`src/rtl/periph_poll_ctrl_if.sv`:
```
// EX-side handshake and memory-mapped bus signals for periph_poll_ctrl.
// master: the sequencer; slave: the EX stage / bus fabric side.
interface periph_poll_ctrl_if;
  logic        start_i;
  logic [4:0]  reg_waddr_i;
  logic        busy_o;
  logic        ready_o;
  logic        err_o;
  logic [31:0] rdata_o;
  logic [4:0]  reg_waddr_o;
  logic        bus_req_o;
  logic        bus_we_o;
  logic [31:0] bus_addr_o;
  logic [31:0] bus_wdata_o;
  logic [31:0] bus_rdata_i;
  logic        bus_grant_i;

  modport master (
    input  start_i, reg_waddr_i, bus_rdata_i, bus_grant_i,
    output busy_o, ready_o, err_o, rdata_o, reg_waddr_o,
           bus_req_o, bus_we_o, bus_addr_o, bus_wdata_o
  );

  modport slave (
    output start_i, reg_waddr_i, bus_rdata_i, bus_grant_i,
    input  busy_o, ready_o, err_o, rdata_o, reg_waddr_o,
           bus_req_o, bus_we_o, bus_addr_o, bus_wdata_o
  );
endinterface

```
`src/rtl/periph_poll_ctrl.sv`:
```
// Sequencer: write CTRL, poll STATUS until bit0 clears, read DATA, return it to EX.
// Optional abort-on-timeout enabled by defining PERIPH_POLL_TIMEOUT_EN.
module periph_poll_ctrl #(
  parameter logic [31:0] BASE_ADDR      = 32'h7004_0000,
  parameter int unsigned POLL_INTERVAL  = 4
`ifdef PERIPH_POLL_TIMEOUT_EN
  , parameter int unsigned TIMEOUT_CYCLES = 1024
`endif
) (
  input logic                clk,
  input logic                rst,
  periph_poll_ctrl_if.master pif
);

  localparam int unsigned IW = $clog2(POLL_INTERVAL + 1);
  localparam logic [IW-1:0] I_TERM = IW'(POLL_INTERVAL - 1);
`ifdef PERIPH_POLL_TIMEOUT_EN
  localparam int unsigned TW = $clog2(TIMEOUT_CYCLES + 1);
  localparam logic [TW-1:0] T_TERM = TW'(TIMEOUT_CYCLES - 1);
`endif

  typedef enum logic [2:0] {
    ST_IDLE, ST_CTRL, ST_POLL, ST_WAIT, ST_DATA, ST_DONE
`ifdef PERIPH_POLL_TIMEOUT_EN
    , ST_ERR
`endif
  } state_t;

  state_t      state_q, state_d;
  logic [IW-1:0] icnt_q, icnt_d;
  logic        busy_q, busy_d, ready_q, ready_d, err_q, err_d;
  logic        req_q, req_d, we_q, we_d;
  logic [31:0] addr_q, addr_d, wdata_q, wdata_d, rdata_q, rdata_d;
  logic [4:0]  waddr_q, waddr_d;
  logic        xfer;
`ifdef PERIPH_POLL_TIMEOUT_EN
  logic [TW-1:0] tcnt_q, tcnt_d;
`endif

  assign xfer = req_q & pif.bus_grant_i;

  // State register and registered outputs
  always_ff @(posedge clk) begin
    if (rst) begin
      state_q <= ST_IDLE;
      icnt_q  <= '0;
      busy_q  <= 1'b0;
      ready_q <= 1'b0;
      err_q   <= 1'b0;
      req_q   <= 1'b0;
      we_q    <= 1'b0;
      addr_q  <= '0;
      wdata_q <= '0;
      rdata_q <= '0;
      waddr_q <= '0;
`ifdef PERIPH_POLL_TIMEOUT_EN
      tcnt_q  <= '0;
`endif
    end else begin
      state_q <= state_d;
      icnt_q  <= icnt_d;
      busy_q  <= busy_d;
      ready_q <= ready_d;
      err_q   <= err_d;
      req_q   <= req_d;
      we_q    <= we_d;
      addr_q  <= addr_d;
      wdata_q <= wdata_d;
      rdata_q <= rdata_d;
      waddr_q <= waddr_d;
`ifdef PERIPH_POLL_TIMEOUT_EN
      tcnt_q  <= tcnt_d;
`endif
    end
  end

  // Next state; bus/handshake outputs are decoded from the next state so they
  // line up with the state they belong to and stay stable until the grant.
  always_comb begin
    state_d = state_q;
    icnt_d  = icnt_q;
    rdata_d = rdata_q;
    waddr_d = waddr_q;

    unique case (state_q)
      ST_IDLE: if (pif.start_i) begin
        waddr_d = pif.reg_waddr_i;
        state_d = ST_CTRL;
      end
      ST_CTRL: if (xfer) state_d = ST_POLL;
      ST_POLL: if (xfer) begin
        if (!pif.bus_rdata_i[0]) begin
          state_d = ST_DATA;
        end else begin
          state_d = ST_WAIT;
          icnt_d  = '0;
        end
      end
      ST_WAIT: if (icnt_q == I_TERM) state_d = ST_POLL;
               else icnt_d = icnt_q + IW'(1);
      ST_DATA: if (xfer) begin
        rdata_d = pif.bus_rdata_i;
        state_d = ST_DONE;
      end
      default: state_d = ST_IDLE;
    endcase

`ifdef PERIPH_POLL_TIMEOUT_EN
    // Timeout overrides any transition, including a completing grant
    tcnt_d = tcnt_q;
    if (state_q == ST_IDLE && pif.start_i) begin
      tcnt_d = '0;
    end else if (state_q inside {ST_CTRL, ST_POLL, ST_WAIT, ST_DATA}) begin
      if (tcnt_q == T_TERM) begin
        state_d = ST_ERR;
        rdata_d = rdata_q;
      end else begin
        tcnt_d = tcnt_q + TW'(1);
      end
    end
`endif

    busy_d  = state_d inside {ST_CTRL, ST_POLL, ST_WAIT, ST_DATA};
    req_d   = state_d inside {ST_CTRL, ST_POLL, ST_DATA};
    we_d    = (state_d == ST_CTRL);
    wdata_d = (state_d == ST_CTRL) ? 32'h1 : 32'h0;
    ready_d = (state_d == ST_DONE);
`ifdef PERIPH_POLL_TIMEOUT_EN
    err_d   = (state_d == ST_ERR);
`else
    err_d   = 1'b0;
`endif
    case (state_d)
      ST_CTRL: addr_d = BASE_ADDR + 32'h4;
      ST_POLL: addr_d = BASE_ADDR;
      ST_DATA: addr_d = BASE_ADDR + 32'h8;
      default: addr_d = 32'h0;
    endcase
  end

  assign pif.busy_o      = busy_q;
  assign pif.ready_o     = ready_q;
  assign pif.err_o       = err_q;
  assign pif.rdata_o     = rdata_q;
  assign pif.reg_waddr_o = waddr_q;
  assign pif.bus_req_o   = req_q;
  assign pif.bus_we_o    = we_q;
  assign pif.bus_addr_o  = addr_q;
  assign pif.bus_wdata_o = wdata_q;

endmodule

```
`src/flat_wrapper.sv`:
```
// flat-port wrapper written by rule: the top's interface ports become plain ports
module periph_poll_ctrl_flat 
#(
  parameter logic [31:0] BASE_ADDR      = 32'h7004_0000,
  parameter int unsigned POLL_INTERVAL  = 4

)
  (clk, rst, pif_start_i, pif_reg_waddr_i, pif_bus_rdata_i, pif_bus_grant_i, pif_busy_o, pif_ready_o, pif_err_o, pif_rdata_o, pif_reg_waddr_o, pif_bus_req_o, pif_bus_we_o, pif_bus_addr_o, pif_bus_wdata_o);
  periph_poll_ctrl_if pif_i ();
  input logic clk;
  input logic rst;
  input wire logic [$bits(pif_i.start_i)-1:0] pif_start_i;
  input wire logic [$bits(pif_i.reg_waddr_i)-1:0] pif_reg_waddr_i;
  input wire logic [$bits(pif_i.bus_rdata_i)-1:0] pif_bus_rdata_i;
  input wire logic [$bits(pif_i.bus_grant_i)-1:0] pif_bus_grant_i;
  output wire logic [$bits(pif_i.busy_o)-1:0] pif_busy_o;
  output wire logic [$bits(pif_i.ready_o)-1:0] pif_ready_o;
  output wire logic [$bits(pif_i.err_o)-1:0] pif_err_o;
  output wire logic [$bits(pif_i.rdata_o)-1:0] pif_rdata_o;
  output wire logic [$bits(pif_i.reg_waddr_o)-1:0] pif_reg_waddr_o;
  output wire logic [$bits(pif_i.bus_req_o)-1:0] pif_bus_req_o;
  output wire logic [$bits(pif_i.bus_we_o)-1:0] pif_bus_we_o;
  output wire logic [$bits(pif_i.bus_addr_o)-1:0] pif_bus_addr_o;
  output wire logic [$bits(pif_i.bus_wdata_o)-1:0] pif_bus_wdata_o;
  assign pif_i.start_i = pif_start_i;
  assign pif_i.reg_waddr_i = pif_reg_waddr_i;
  assign pif_i.bus_rdata_i = pif_bus_rdata_i;
  assign pif_i.bus_grant_i = pif_bus_grant_i;
  assign pif_busy_o = pif_i.busy_o;
  assign pif_ready_o = pif_i.ready_o;
  assign pif_err_o = pif_i.err_o;
  assign pif_rdata_o = pif_i.rdata_o;
  assign pif_reg_waddr_o = pif_i.reg_waddr_o;
  assign pif_bus_req_o = pif_i.bus_req_o;
  assign pif_bus_we_o = pif_i.bus_we_o;
  assign pif_bus_addr_o = pif_i.bus_addr_o;
  assign pif_bus_wdata_o = pif_i.bus_wdata_o;
  periph_poll_ctrl #(.BASE_ADDR(BASE_ADDR), .POLL_INTERVAL(POLL_INTERVAL)) u_core (.clk(clk), .rst(rst), .pif(pif_i));
endmodule
```
`config.mk`:
```
export PLATFORM = sky130hd
export DESIGN_NAME = periph_poll_ctrl_flat
export DESIGN_NICKNAME = d
export VERILOG_FILES = /design/src/rtl/periph_poll_ctrl_if.sv /design/src/rtl/periph_poll_ctrl.sv /design/src/flat_wrapper.sv
export SDC_FILE = /design/constraint.sdc
export NUM_CORES = 1
export LEC_CHECK = 0
export BUFFER_PORTS_ARGS = -buffer_cell sky130_fd_sc_hd__buf_2
export CAP_MARGIN = 20
export CORE_UTILIZATION = 28
export CTS_BUF_LIST = sky130_fd_sc_hd__clkbuf_8 sky130_fd_sc_hd__clkbuf_16
export CTS_CLUSTER_SIZE = 14
export DETAILED_ROUTE_END_ITERATION = 16
export PLACE_DENSITY = 0.59
export SETUP_SLACK_MARGIN = 0.15
export SLEW_MARGIN = 0
export SYNTH_ARGS = -nofsm -noshare
export SYNTH_HDL_FRONTEND = slang
export SYNTH_SLANG_ARGS = --single-unit
```
`constraint.sdc`:
```
create_clock -name clk -period 1.65 [get_ports clk]
set_input_delay 0.2475 -clock clk [delete_from_list [all_inputs] [get_ports clk]]
set_output_delay 0.2475 -clock clk [all_outputs]
set_load 0.02 [all_outputs]
```
# --- Word level (Yosys, flattened, before mapping) ---
# Cells that the tools add are included.
word_totals:
  reg_bits: 111
  in_bits: 41
classes:
  muxes: 13
  addsub: 1
  n_eq_ne: 13
  n_bitwise: 1
  n_reduce_logical: 7
ops:
  columns: ["op", "n"]
  rows:
  - ["case mux 31 bit (3 select lines)", 1]
  - ["2-to-1 mux 3 bit", 9]
  - ["equality test 3 x 2 -> 1 bit, second input constant", 5]
  - ["case mux 3 bit (5 select lines)", 1]
  - ["equality test 3 bit, second input constant", 3]
  - ["equality test 3 x 1 -> 1 bit, second input constant", 2]
  - ["case mux 3 bit (2 select lines)", 1]
  - ["!= test 2 bit, second input constant", 2]
  - ["AND reduction 2 bit", 2]
  - ["AND reduction 4 bit", 1]
  - ["nonzero test 4 bit", 1]
  - ["adder 3 x 1 -> 3 bit, second input constant", 1]
  - ["zero test 3 bit", 1]
  - ["nonzero test 3 bit", 1]
  - ["!= test 2 x 1 -> 1 bit, second input constant", 1]
  - ["nonzero test 2 bit", 1]
  - ["bitwise AND 1 bit", 1]
  - ["2-to-1 mux 1 bit", 1]

# --- Depth between registers and ports, before layout ---
# Gate-level depths: netlist of run 1.
depth:
  word_depth: 5
  depth_mapped: 6

# --- Least setup slack after synthesis of run 1 ---
# Ideal clock, no wire load.
synth_timing:
  kind: "register to register"
  start: "register u_core.icnt_q[0]"
  end: "register u_core.icnt_q[0]"
  n_path_buf: 0
  path_stages_with_launch: 7
  arrival_time_ns: 1.265
  required_ns: 1.529
  setup_slack_ns: 0.264
  path_cell_list: "dfxtp_1 > ha_1 > ha_1 > nand2b_1 > a21oi_1 > nor2_1 > mux2_2"
synth_between:
  elab_chain_cells: 3
synth_rtl:
  columns: ["item", "line", "rtl"]
  rows:
  - ["start: declaration", "periph_poll_ctrl.sv:30", "logic [IW-1:0] icnt_q, icnt_d;"]
  - ["start signal: assignment", "periph_poll_ctrl.sv:61", "icnt_q <= icnt_d;"]
  - ["adder 3 x 1 -> 3 bit or equality test 3 x 2 -> 1 bit (tied branches)", "periph_poll_ctrl.sv:100, periph_poll_ctrl.sv:99", null]
  - ["2-to-1 mux 3 bit or != test 2 bit (tied branches)", null, null]
  - ["case mux 3 bit (2 select lines) or AND reduction 4 bit (tied branches)", null, null]
# Several ways; a longest one is shown, not always the timed one. The select of a mux whose other input is x is not followed.
# A chain may end at the register's enable or synchronous reset.

# --- Worst setup path after layout of run 1 ---
# Same ends and word-level chain as after synthesis.

==> results.json, run 1 <==
{
  "synth-main-ff-cell": "dfxtp_1",
  "dr.pass1.iters": 6,
  "clk_path_buf_depth": 2,
  "htreeDepth": 2,
  "syn-cell-area_mm2": 0.002300,
  "synthDominantCellAreaShare": 0.4266,
  "avgSynthCellArea_um2": 8.272,
  "place_congestion": 0.8483,
  "wl_per_cell_um": 10.15,
  "grt_pass1_vias": 1589,
  "path_max_fanout": 3,
  "worstSkewPairLatency_ns": 0.29,
  "finalHoldViolations": 0,
  "pin_count": 147,
  "place_hpwl_um": 3381,
  "synth_cells": 278,
  "fmax_mhz": 692.5,
  "cts_sinks": 49,
  "worstMarginPinSlew_ns": 0.5962,
  "start_kind": "flip-flop",
  "slew_headroom": 0.5989,
  "place_inst": 453,
  "hp-class": "in2reg",
  "grt_max_degree": 27,
  "p_comb_frac": 0.140,
  "dieArea_mm2": 0.008579,
  "drc": 0,
  "worstSetupEndpointType": "flip-flop",
  "final_cells": 460,
  "status": "finished, final reports clean",
  "max_cap_violations": 0,
  "cts_tree": "built",
  "wirelength_um": 4667,
  "dp_slack_ns": 0.1674,
  "fin_skew_ns": 0.008558,
  "root_buffer": "clkbuf_8",
  "p_sw_frac": 0.2680,
  "vias": 1856,
  "postRouteAntennaNets": 0,
  "setup_viol": 0,
  "yosysTopAreaCell": "dfxtp_1",
  "yosysWarningCount": 0,
  "irDropWorstVdd_uv": 390.3,
  "die_y_um": 92.63,
  "vias_per_cell": 4.035,
  "cts_hold_buf": 0,
  "synth_most_common_cell": "nand2_1",
  "io_buffer_count": 88,
  "fin_crit_ns": 1.444,
  "grt_setup_unrepaired": "no",
  "setup_tns_ns": 0,
  "layout-drive-gt1-share": 0.3156,
  "worstPathRequired_ns": 1.84,
  "die_x_um": 92.63,
  "p_int_w": 0.001734,
  "power_frac_seq": 0.514,
  "synth_seq_area_share": 0.4266,
  "area_delta_synth_final_pct": 17.63,
  "critical_path_class": "reg2reg",
  "antenna_found_initial": 0,
  "start_util": 0.2930,
  "cellPowerDensity_mw_per_mm2": 875.6,
  "fp.coreArea_mm2": 0.007848,
  "p_clk_frac": 0.346,
  "synth-seq-cells": 49,
  "track_usage": 0.1058,
  "drt_iter0_markers": 45,
  "yosysUniqueCellTypes": 34,
  "grt_pass1_wl_um": 7196,
  "insertedDiodeCount": 0,
  "synth_common_cells": "nand2_1 (67), buf_4 (63), dfxtp_1 (49)",
  "drv_slew": 0,
  "grt_remaining_overflow": 0,
  "std_cell_rows": 32,
  "leakage_nw": 1.287,
  "path_clk_slew_ns": 0.09,
  "worst_ep_arrival_time_ns": 1.64,
  "numCtsBuffers": 5,
  "ys_top_cells_by_area": "dfxtp_1 (43%), buf_4 (21%), nand2_1 (11%), a21oi_1 (7.4%), mux2i_1 (2.6%)",
  "p_switching_w": 0.0006348,
  "synth-edff-count": 0,
  "final_net_count": 401,
  "layout_setup_ws_ns": 0.2059,
  "async_flop_share": 0,
  "fin_crit_sh": 0.8752,
  "fin_hold_ws_ns": 0.1806
}
[through the flow]
step / cell area (um^2) / power [W] / util
2_1_floorplan: 2514 / 0.001599 / -
3_3_place_gp: 2582 / 0.001569 / 0.3291
3_5_place_dp: 2582 / 0.001570 / 0.3291
4_1_cts: 2686 / 0.002410 / 0.3423
5_1_grt: 2705 / 0.002486 / 0.3447
6_report: 2705 / 0.002368 / 0.3447
[final timing paths]
path              cells past startpoint  slack [ns]                          startpoint                                      to
setup / recovery                      6        0.21       u_core.icnt_q[0]$_SDFFE_PP0P_           u_core.icnt_q[0]$_SDFFE_PP0P_
hold / removal                        3        0.18                  pif_reg_waddr_i[0]  u_core.pif.reg_waddr_o[0]$_SDFFE_PP0P_
setup reg to reg                      6        0.21       u_core.icnt_q[0]$_SDFFE_PP0P_           u_core.icnt_q[0]$_SDFFE_PP0P_
hold reg to reg                       2        0.45  u_core.pif.rdata_o[2]$_SDFFE_PP0P_      u_core.pif.rdata_o[2]$_SDFFE_PP0P_
[what timing repair did]
action | 4_1_cts | 5_1_grt
resized for setup | 0 | 5
buffers inserted | 0 | 0
setup endpoints to repair | 0 | 22
[routing by layer]
layer  up-vias  GRT usage  wire length [um]
li1        932          -                 -
met1       821     0.1244              2092
met2        97     0.1827              2159
met3         6    0.02791               357
met4         0    0.04103                58
met5         -          0                 0
[kinds of logic (layout without fill, tap and decap cells)]
kind of cell | count (synthesis) | in the layout | share of synthesized area
simple gates | 92 | 92 | 0.1741
mux | 7 | 7 | 0.03101
other cells | 1 | 58 | 0.001631
buf+inv | 82 | 105 | 0.2432
fa+ha+maj | 2 | 2 | 0.01088
flops | 49 | 49 | 0.4266
compound gates | 45 | 45 | 0.1126
[placed cells by master (no fill, tap or decap), drive strengths merged, types with 3 or more instances in the layout]
| master | netlist | final |
|---|---|---|
| inv | 4 | 4 |
| buf | 71 | 94 |
| nand2b | 3 | 3 |
| nand2 | 67 | 67 |
| nor3 | 5 | 5 |
| dfxtp | 49 | 49 |
| a21oi | 34 | 34 |
| nor2 | 8 | 8 |
| mux2i | 6 | 6 |
| conb | 1 | 58 |
| clkbuf | 7 | 5 |
| a211oi | 3 | 3 |
[registers in the layout, indices dropped and copies added, names as in the netlist]
signal and flops:
u_core.icnt_q 3, u_core.pif.rdata_o 32, u_core.pif.busy_o 1, u_core.pif.bus_addr_o 3
u_core.pif.reg_waddr_o 5, u_core.state_q 3, u_core.pif.ready_o 1, u_core.pif.bus_req_o 1
[critical path, stage by stage, from the launching register on]
cell and delay [ns]:
dfxtp_1 0.33, ha_1 0.20, ha_1 0.19, nand2b_4 0.16, a21oi_2 0.12, nor2_1 0.07, mux2_2 0.28
[layout make-up]
| class | count | area (um^2) |
|---|---|---|
| fillers | 840 | 5142 |
| clock buffers | 5 | 68.82 |
| repair buffers | 94 | 485.5 |
| multi-input cells | 204 | 991.0 |
| inverters | 4 | 15.01 |
| well taps | 102 | 127.6 |
| flip-flops and latches | 49 | 982.2 |
| clock inverters | 2 | 35.03 |
[power groups by stage]
stage | Combinational (W) | Clock (W) | Sequential [W]
6_report | 0.000331 | 0.000820 | 0.00122
5_1_grt | 0.000358 | 0.000907 | 0.00122
4_1_cts | 0.000325 | 0.000867 | 0.00122
3_5_place_dp | 0.000325 | 0 | 0.00125
3_3_place_gp | 0.000324 | 0 | 0.00124
2_1_floorplan | 0.000333 | 0 | 0.00127
Power figures use the tool's default switching activity.
==> run 2, diff against run 1 <==
--- a/config.mk
+++ b/config.mk
@@ -8,3 +8,3 @@
 export BUFFER_PORTS_ARGS = -buffer_cell sky130_fd_sc_hd__buf_2
-export CAP_MARGIN = 20
+export CAP_MARGIN = 25
 export CORE_UTILIZATION = 28
==> constraint.sdc (replaced) <==
create_clock -name clk -period 1.65 [get_ports clk]
set_input_delay 0.495 -clock clk [delete_from_list [all_inputs] [get_ports clk]]
set_output_delay 0.495 -clock clk [all_outputs]
set_load 0.02 [all_outputs]
==> run 2 against run 1 <==
Effect of this change: wire length decreased by 0.71%; combinational power about the same; maximum frequency increased by 2.2%; power increased by 2.7%; critical path depth unchanged; via count increased by 0.97%; largest cell class unchanged.
==> results.json, run 2 (synthesis gave the netlist of run 1 again) <==
{
  "status": "finished, final reports clean",
  "pin_count": 147,
  "track_usage": 0.1074,
  "largest_reg_flops": 32,
  "layout-drive-gt1-share": 0.3167,
  "worstMarginPinSlew_ns": 0.5477,
  "fin_crit_ns": 1.413,
  "place_congestion": 0.7981,
  "final_cells": 462,
  "finalHoldViolations": 0,
  "final_net_count": 402,
  "layout_setup_ws_ns": 0.2365,
  "worstPathRequired_ns": 1.84,
  "crit_chain": "ha_1 -> ha_2 -> nand2b_4 -> a21oi_2 -> nor2_1 -> mux2_2",
  "fin_crit_sh": 0.8566,
  "dieArea_mm2": 0.008579,
  "start_util": 0.2930,
  "setup_tns_ns": 0,
  "worst_ep_arrival_time_ns": 1.61,
  "drt_iter0_markers": 44,
  "critical_path_class": "reg2reg",
  "path_clk_slew_ns": 0.10,
  "cellPowerDensity_mw_per_mm2": 888.1,
  "setup_viol": 0,
  "cts_sinks": 49,
  "cts_tree": "built",
  "io_buffer_count": 88,
  "place_hpwl_um": 3407,
  "insertedDiodeCount": 0,
  "dp_slack_ns": 0.1108,
  "vias_per_cell": 4.056,
  "worstSkewPairLatency_ns": 0.30,
  "crit_family": "adder cells",
  "antenna_found_initial": 0,
  "wl_per_cell_um": 10.03,
  "max_cap_violations": 0,
  "drc": 0,
  "grt_pass1_wl_um": 7348,
  "clk_path_buf_depth": 2,
  "worstSetupEndpointType": "flip-flop",
  "cts_hold_buf": 0,
  "cts_setup_buffers": 0,
  "die_y_um": 92.63,
  "wirelength_um": 4634,
  "fp.coreArea_mm2": 0.007848,
  "final_common_cell": "buf_2",
  "grt_setup_unrepaired": "no",
  "leakage_nw": 1.301,
  "htreeDepth": 2,
  "max_stage_delay_ns": 0.33,
  "path_max_fanout": 3,
  "place_inst": 454,
  "die_x_um": 92.63,
  "final_cell_mix": "buf_2 (88), nand2_1 (67), conb_1 (58)",
  "area_delta_synth_final_pct": 19.10,
  "numCtsBuffers": 5,
  "grt_remaining_overflow": 0,
  "hp-class": "in2reg",
  "vias": 1874,
  "fmax_mhz": 707.5,
  "fin_util": 0.3490,
  "slew_headroom": 0.6315,
  "fin_skew_ns": 0.01318,
  "grt_pass1_vias": 1569,
  "dr.pass1.iters": 4,
  "grt_max_degree": 33,
  "irDropWorstVdd_uv": 352.3,
  "std_cell_rows": 32,
  "postRouteAntennaNets": 0,
  "drv_slew": 0,
  "cp_slowest_cell": "dfxtp_2",
  "root_buffer": "clkbuf_8",
  "cp.buffers_inverters": 0,
  "start_kind": "flip-flop"
}
run 2: changes by cell type in the layout (fill, tap and decap cells not counted):
cell      change
clkinv_2      -1
and2_1        +1
buf_12        +1
inv_1         +1
and2_2        -1
ha_2          +1
ha_1          -1
clkbuf_8      +1
run 2: what timing repair did:
action	CTS	global route
gates resized for setup	0	5
endpoints found under the hold margin	0	0
setup endpoints to repair	0	3
run 2: where the power goes:
| group | switching (W) | leakage [nW] | internal, W |
|---|---|---|---|
| registers | 0.0000144 | 0.397 | 0.00120 |
| clock network | 0.000394 | 0.0626 | 0.000489 |
| logic | 0.000241 | 0.841 | 0.0000912 |
run 2: metal layers:
metal | up-vias | GRT usage | share of wire
li1 | 934 | - | -
met1 | 835 | 0.1260 | 0.42
met2 | 99 | 0.1815 | 0.47
met3 | 6 | 0.03612 | 0.096
met4 | 0 | 0.03846 | 0.013
met5 | - | 0 | 0
run 2: path summary, 6_finish.rpt:
check | startpoint | slack, ns | to | cells after the start
worst max-delay path | u_core.icnt_q[0]$_SDFFE_PP0P_ | 0.24 | u_core.icnt_q[0]$_SDFFE_PP0P_ | 6
worst max register to register | u_core.icnt_q[0]$_SDFFE_PP0P_ | 0.24 | u_core.icnt_q[0]$_SDFFE_PP0P_ | 6
worst min register to register | u_core.pif.rdata_o[6]$_SDFFE_PP0P_ | 0.45 | u_core.pif.rdata_o[6]$_SDFFE_PP0P_ | 2
worst min-delay path | pif_bus_rdata_i[30] | 0.42 | u_core.pif.rdata_o[30]$_SDFFE_PP0P_ | 3
run 2: worst min-delay path: stages:
cell and delay, ns:
buf_2 0.10, nand2_1 0.04, a21oi_1 0.05
run 2: area by class of cell:
class                           instances  area (um^2)
Multi-Input combinational cell        204        992.2
Clock buffer                            6        82.58
Timing Repair Buffer                   95        505.5
Clock inverter                          2        33.78
Tap cell                              102        127.6
Sequential cell                        49        982.2
Fill cell                             861         5109
Inverter                                4        15.01
run 2: metrics by stage:
step / hold WS [ns] / total power [W] / cell area [um^2]
after global routing: 0.4053 / 0.002561 / 2739
after detailed placement: 0.4431 / 0.001572 / 2603
after floorplan: 0.4492 / 0.001599 / 2514
after CTS: 0.4074 / 0.002472 / 2719
final: 0.4165 / 0.002433 / 2739
after global placement: 0.4389 / 0.001570 / 2603
==> run 3, diff against run 2 <==
CORE_UTILIZATION = 35   (was 28)
HOLD_SLACK_MARGIN = 0.03   (was unset)
PLACE_DENSITY = 0.7   (was 0.59)
RECOVER_POWER = 100   (was unset)
==> run 3 against run 2 <==
Effect of this change: global-route usage increased by 1.6 points; combinational power is 4% lower; wire length shrank 4.9%; sequential share of layout area grew 1.6 points; critical path type unchanged; largest cell class unchanged.
==> results.json, run 3 (synthesis gave the netlist of run 1 again) <==
{
  "status": "finished, final reports clean",
  "dpl_cell_area_mm2": 0.002569,
  "area_delta_synth_final_pct": 14.09,
  "grt_setup_unrepaired": "no",
  "drc": 0,
  "largest_reg_flops": 32,
  "fmax_mhz": 672.5,
  "fin_crit_ns": 1.487,
  "layout-drive-gt1-share": 0.1765,
  "place_inst": 427,
  "worst_ep_arrival_time_ns": 1.68,
  "fin_skew_ns": 0.008656,
  "root_buffer": "clkbuf_8",
  "critical_path_class": "reg2reg",
  "std_cell_rows": 29,
  "place_hpwl_um": 3188,
  "numCtsBuffers": 5,
  "r2r_slack_ns": 0.16,
  "finalHoldViolations": 0,
  "reg2reg_depth": 6,
  "wirelength_um": 4409,
  "antenna_found_initial": 0,
  "dr.pass1.iters": 4,
  "worstSkewPairLatency_ns": 0.30,
  "layout_setup_ws_ns": 0.1629,
  "path_max_fanout": 3,
  "multi_input_area_um2": 985.9,
  "seq_area_um2": 983.4,
  "endpoint": "u_core.icnt_q[0]$_SDFFE_PP0P_",
  "grt_max_degree": 33,
  "leakage_nw": 1.079,
  "cellPowerDensity_mw_per_mm2": 900.1,
  "vias": 1862,
  "vias_per_cell": 4.290,
  "clk_path_buf_depth": 2,
  "wl_per_cell_um": 10.16,
  "track_usage": 0.1233,
  "path_clk_slew_ns": 0.09,
  "grt_pass1_wl_um": 7031,
  "irDropWorstVdd_uv": 371.7,
  "setup_viol": 0,
  "start_util": 0.3622,
  "pin_count": 147,
  "crit_chain": "ha_2 -> ha_2 -> nand2b_4 -> a21oi_1 -> nor2_2 -> mux2_2",
  "final_net_count": 400,
  "start_kind": "flip-flop",
  "htreeDepth": 2,
  "fin_crit_sh": 0.9013,
  "fillers": 675,
  "cp_slowest_cell": "dfxtp_2",
  "postRouteAntennaNets": 0,
  "cts_tree": "built",
  "dieArea_mm2": 0.006899,
  "fin_util": 0.4132,
  "worstPathRequired_ns": 1.84,
  "final_area_mm2": 0.002624,
  "worstSetupEndpointType": "flip-flop",
  "insertedDiodeCount": 0,
  "cts_setup_buffers": 0,
  "final_cells": 434,
  "regToRegStartpoint": "u_core.icnt_q[0]$_SDFFE_PP0P_",
  "dp_slack_ns": 0.1096,
  "fp.coreArea_mm2": 0.006350,
  "drt_iter0_markers": 48,
  "die_x_um": 83.06,
  "drv_slew": 0,
  "setup_tns_ns": 0,
  "max_stage_delay_ns": 0.33,
  "io_buffer_count": 88,
  "rr_endpoint": "u_core.icnt_q[0]$_SDFFE_PP0P_",
  "grt_pass1_vias": 1591,
  "crit_top_cell": "ha_2",
  "max_cap_violations": 0,
  "grt_remaining_overflow": 0,
  "final_cell_mix": "nand2_1 (67), conb_1 (58), clkbuf_1 (49)",
  "worstSetupStartpoint": "u_core.icnt_q[0]$_SDFFE_PP0P_",
  "final_common_cell": "nand2_1",
  "cts_sinks": 49,
  "place_congestion": 0.9236,
  "hp-class": "in2reg",
  "die_y_um": 83.06,
  "cts_hold_buf": 0
}
==> run 3: power breakdown <==
| part | leakage (nW) | switching [W] | internal [W] |
|---|---|---|---|
| logic | 0.627 | 0.000239 | 0.0000804 |
| registers | 0.398 | 0.0000137 | 0.00120 |
| clock network | 0.0540 | 0.000385 | 0.000441 |
| total | 1.08 | 0.000637 | 0.00172 |
==> run 3: final cells by class <==
type                       instances  share of cell area
clock inverter                     2             0.01335
timing repair buffer              93              0.1674
tap                               77             0.03672
inverter                           4            0.005722
sequential                        49              0.3748
multi-input combinational        204              0.3758
clock buffer                       5             0.02623
==> run 3: timing repair <==
action | CTS | global route
setup endpoints to repair | 3 | 7
pin swaps | 0 | 1
gates resized for setup | 2 | 6
==> run 3: worst max-delay path: cells and delay by family, from the launching register on <==
kind                       cells  cell delay (ns)
AOI/OAI and AO/OA              1             0.21
adders and majority gates      2             0.35
and+or+nand+nor                2             0.22
muxes                          1             0.26
DFF                            1             0.33
==> run 3: worst min-delay path by stage <==
| stage | from | to | slack, ns | cells after the start |
|---|---|---|---|---|
| 4_1_cts | pif_bus_rdata_i[22] | u_core.pif.rdata_o[22]$_SDFFE_PP0P_ | 0.41 | 3 |
| 3_5_place_dp | u_core.pif.rdata_o[17]$_SDFFE_PP0P_ | u_core.pif.rdata_o[17]$_SDFFE_PP0P_ | 0.44 | 2 |
| 5_1_grt | pif_bus_rdata_i[13] | u_core.pif.rdata_o[13]$_SDFFE_PP0P_ | 0.41 | 3 |
| 3_3_place_gp | u_core.pif.rdata_o[31]$_SDFFE_PP0P_ | u_core.pif.rdata_o[31]$_SDFFE_PP0P_ | 0.44 | 2 |
| 2_1_floorplan | u_core.icnt_q[2]$_SDFFE_PP0P_ | u_core.icnt_q[2]$_SDFFE_PP0P_ | 0.45 | 1 |
| 6_report | pif_bus_rdata_i[27] | u_core.pif.rdata_o[27]$_SDFFE_PP0P_ | 0.42 | 3 |
==> run 3: metal layers <==
metal | GRT usage | part of all wire
met3 | 0.03877 | 0.082
met4 | 0.03918 | 0.0098
met1 | 0.1471 | 0.44
met2 | 0.2101 | 0.46
met5 | 0 | 0
==> run 3: stage by stage <==
step / total power (W) / hold WS (ns)
finish: 0.002362 / 0.4228
global route: 0.002467 / 0.4135
CTS: 0.002410 / 0.4141
detailed placement: 0.001569 / 0.4439
global placement: 0.001566 / 0.4380
floorplan: 0.001599 / 0.4492
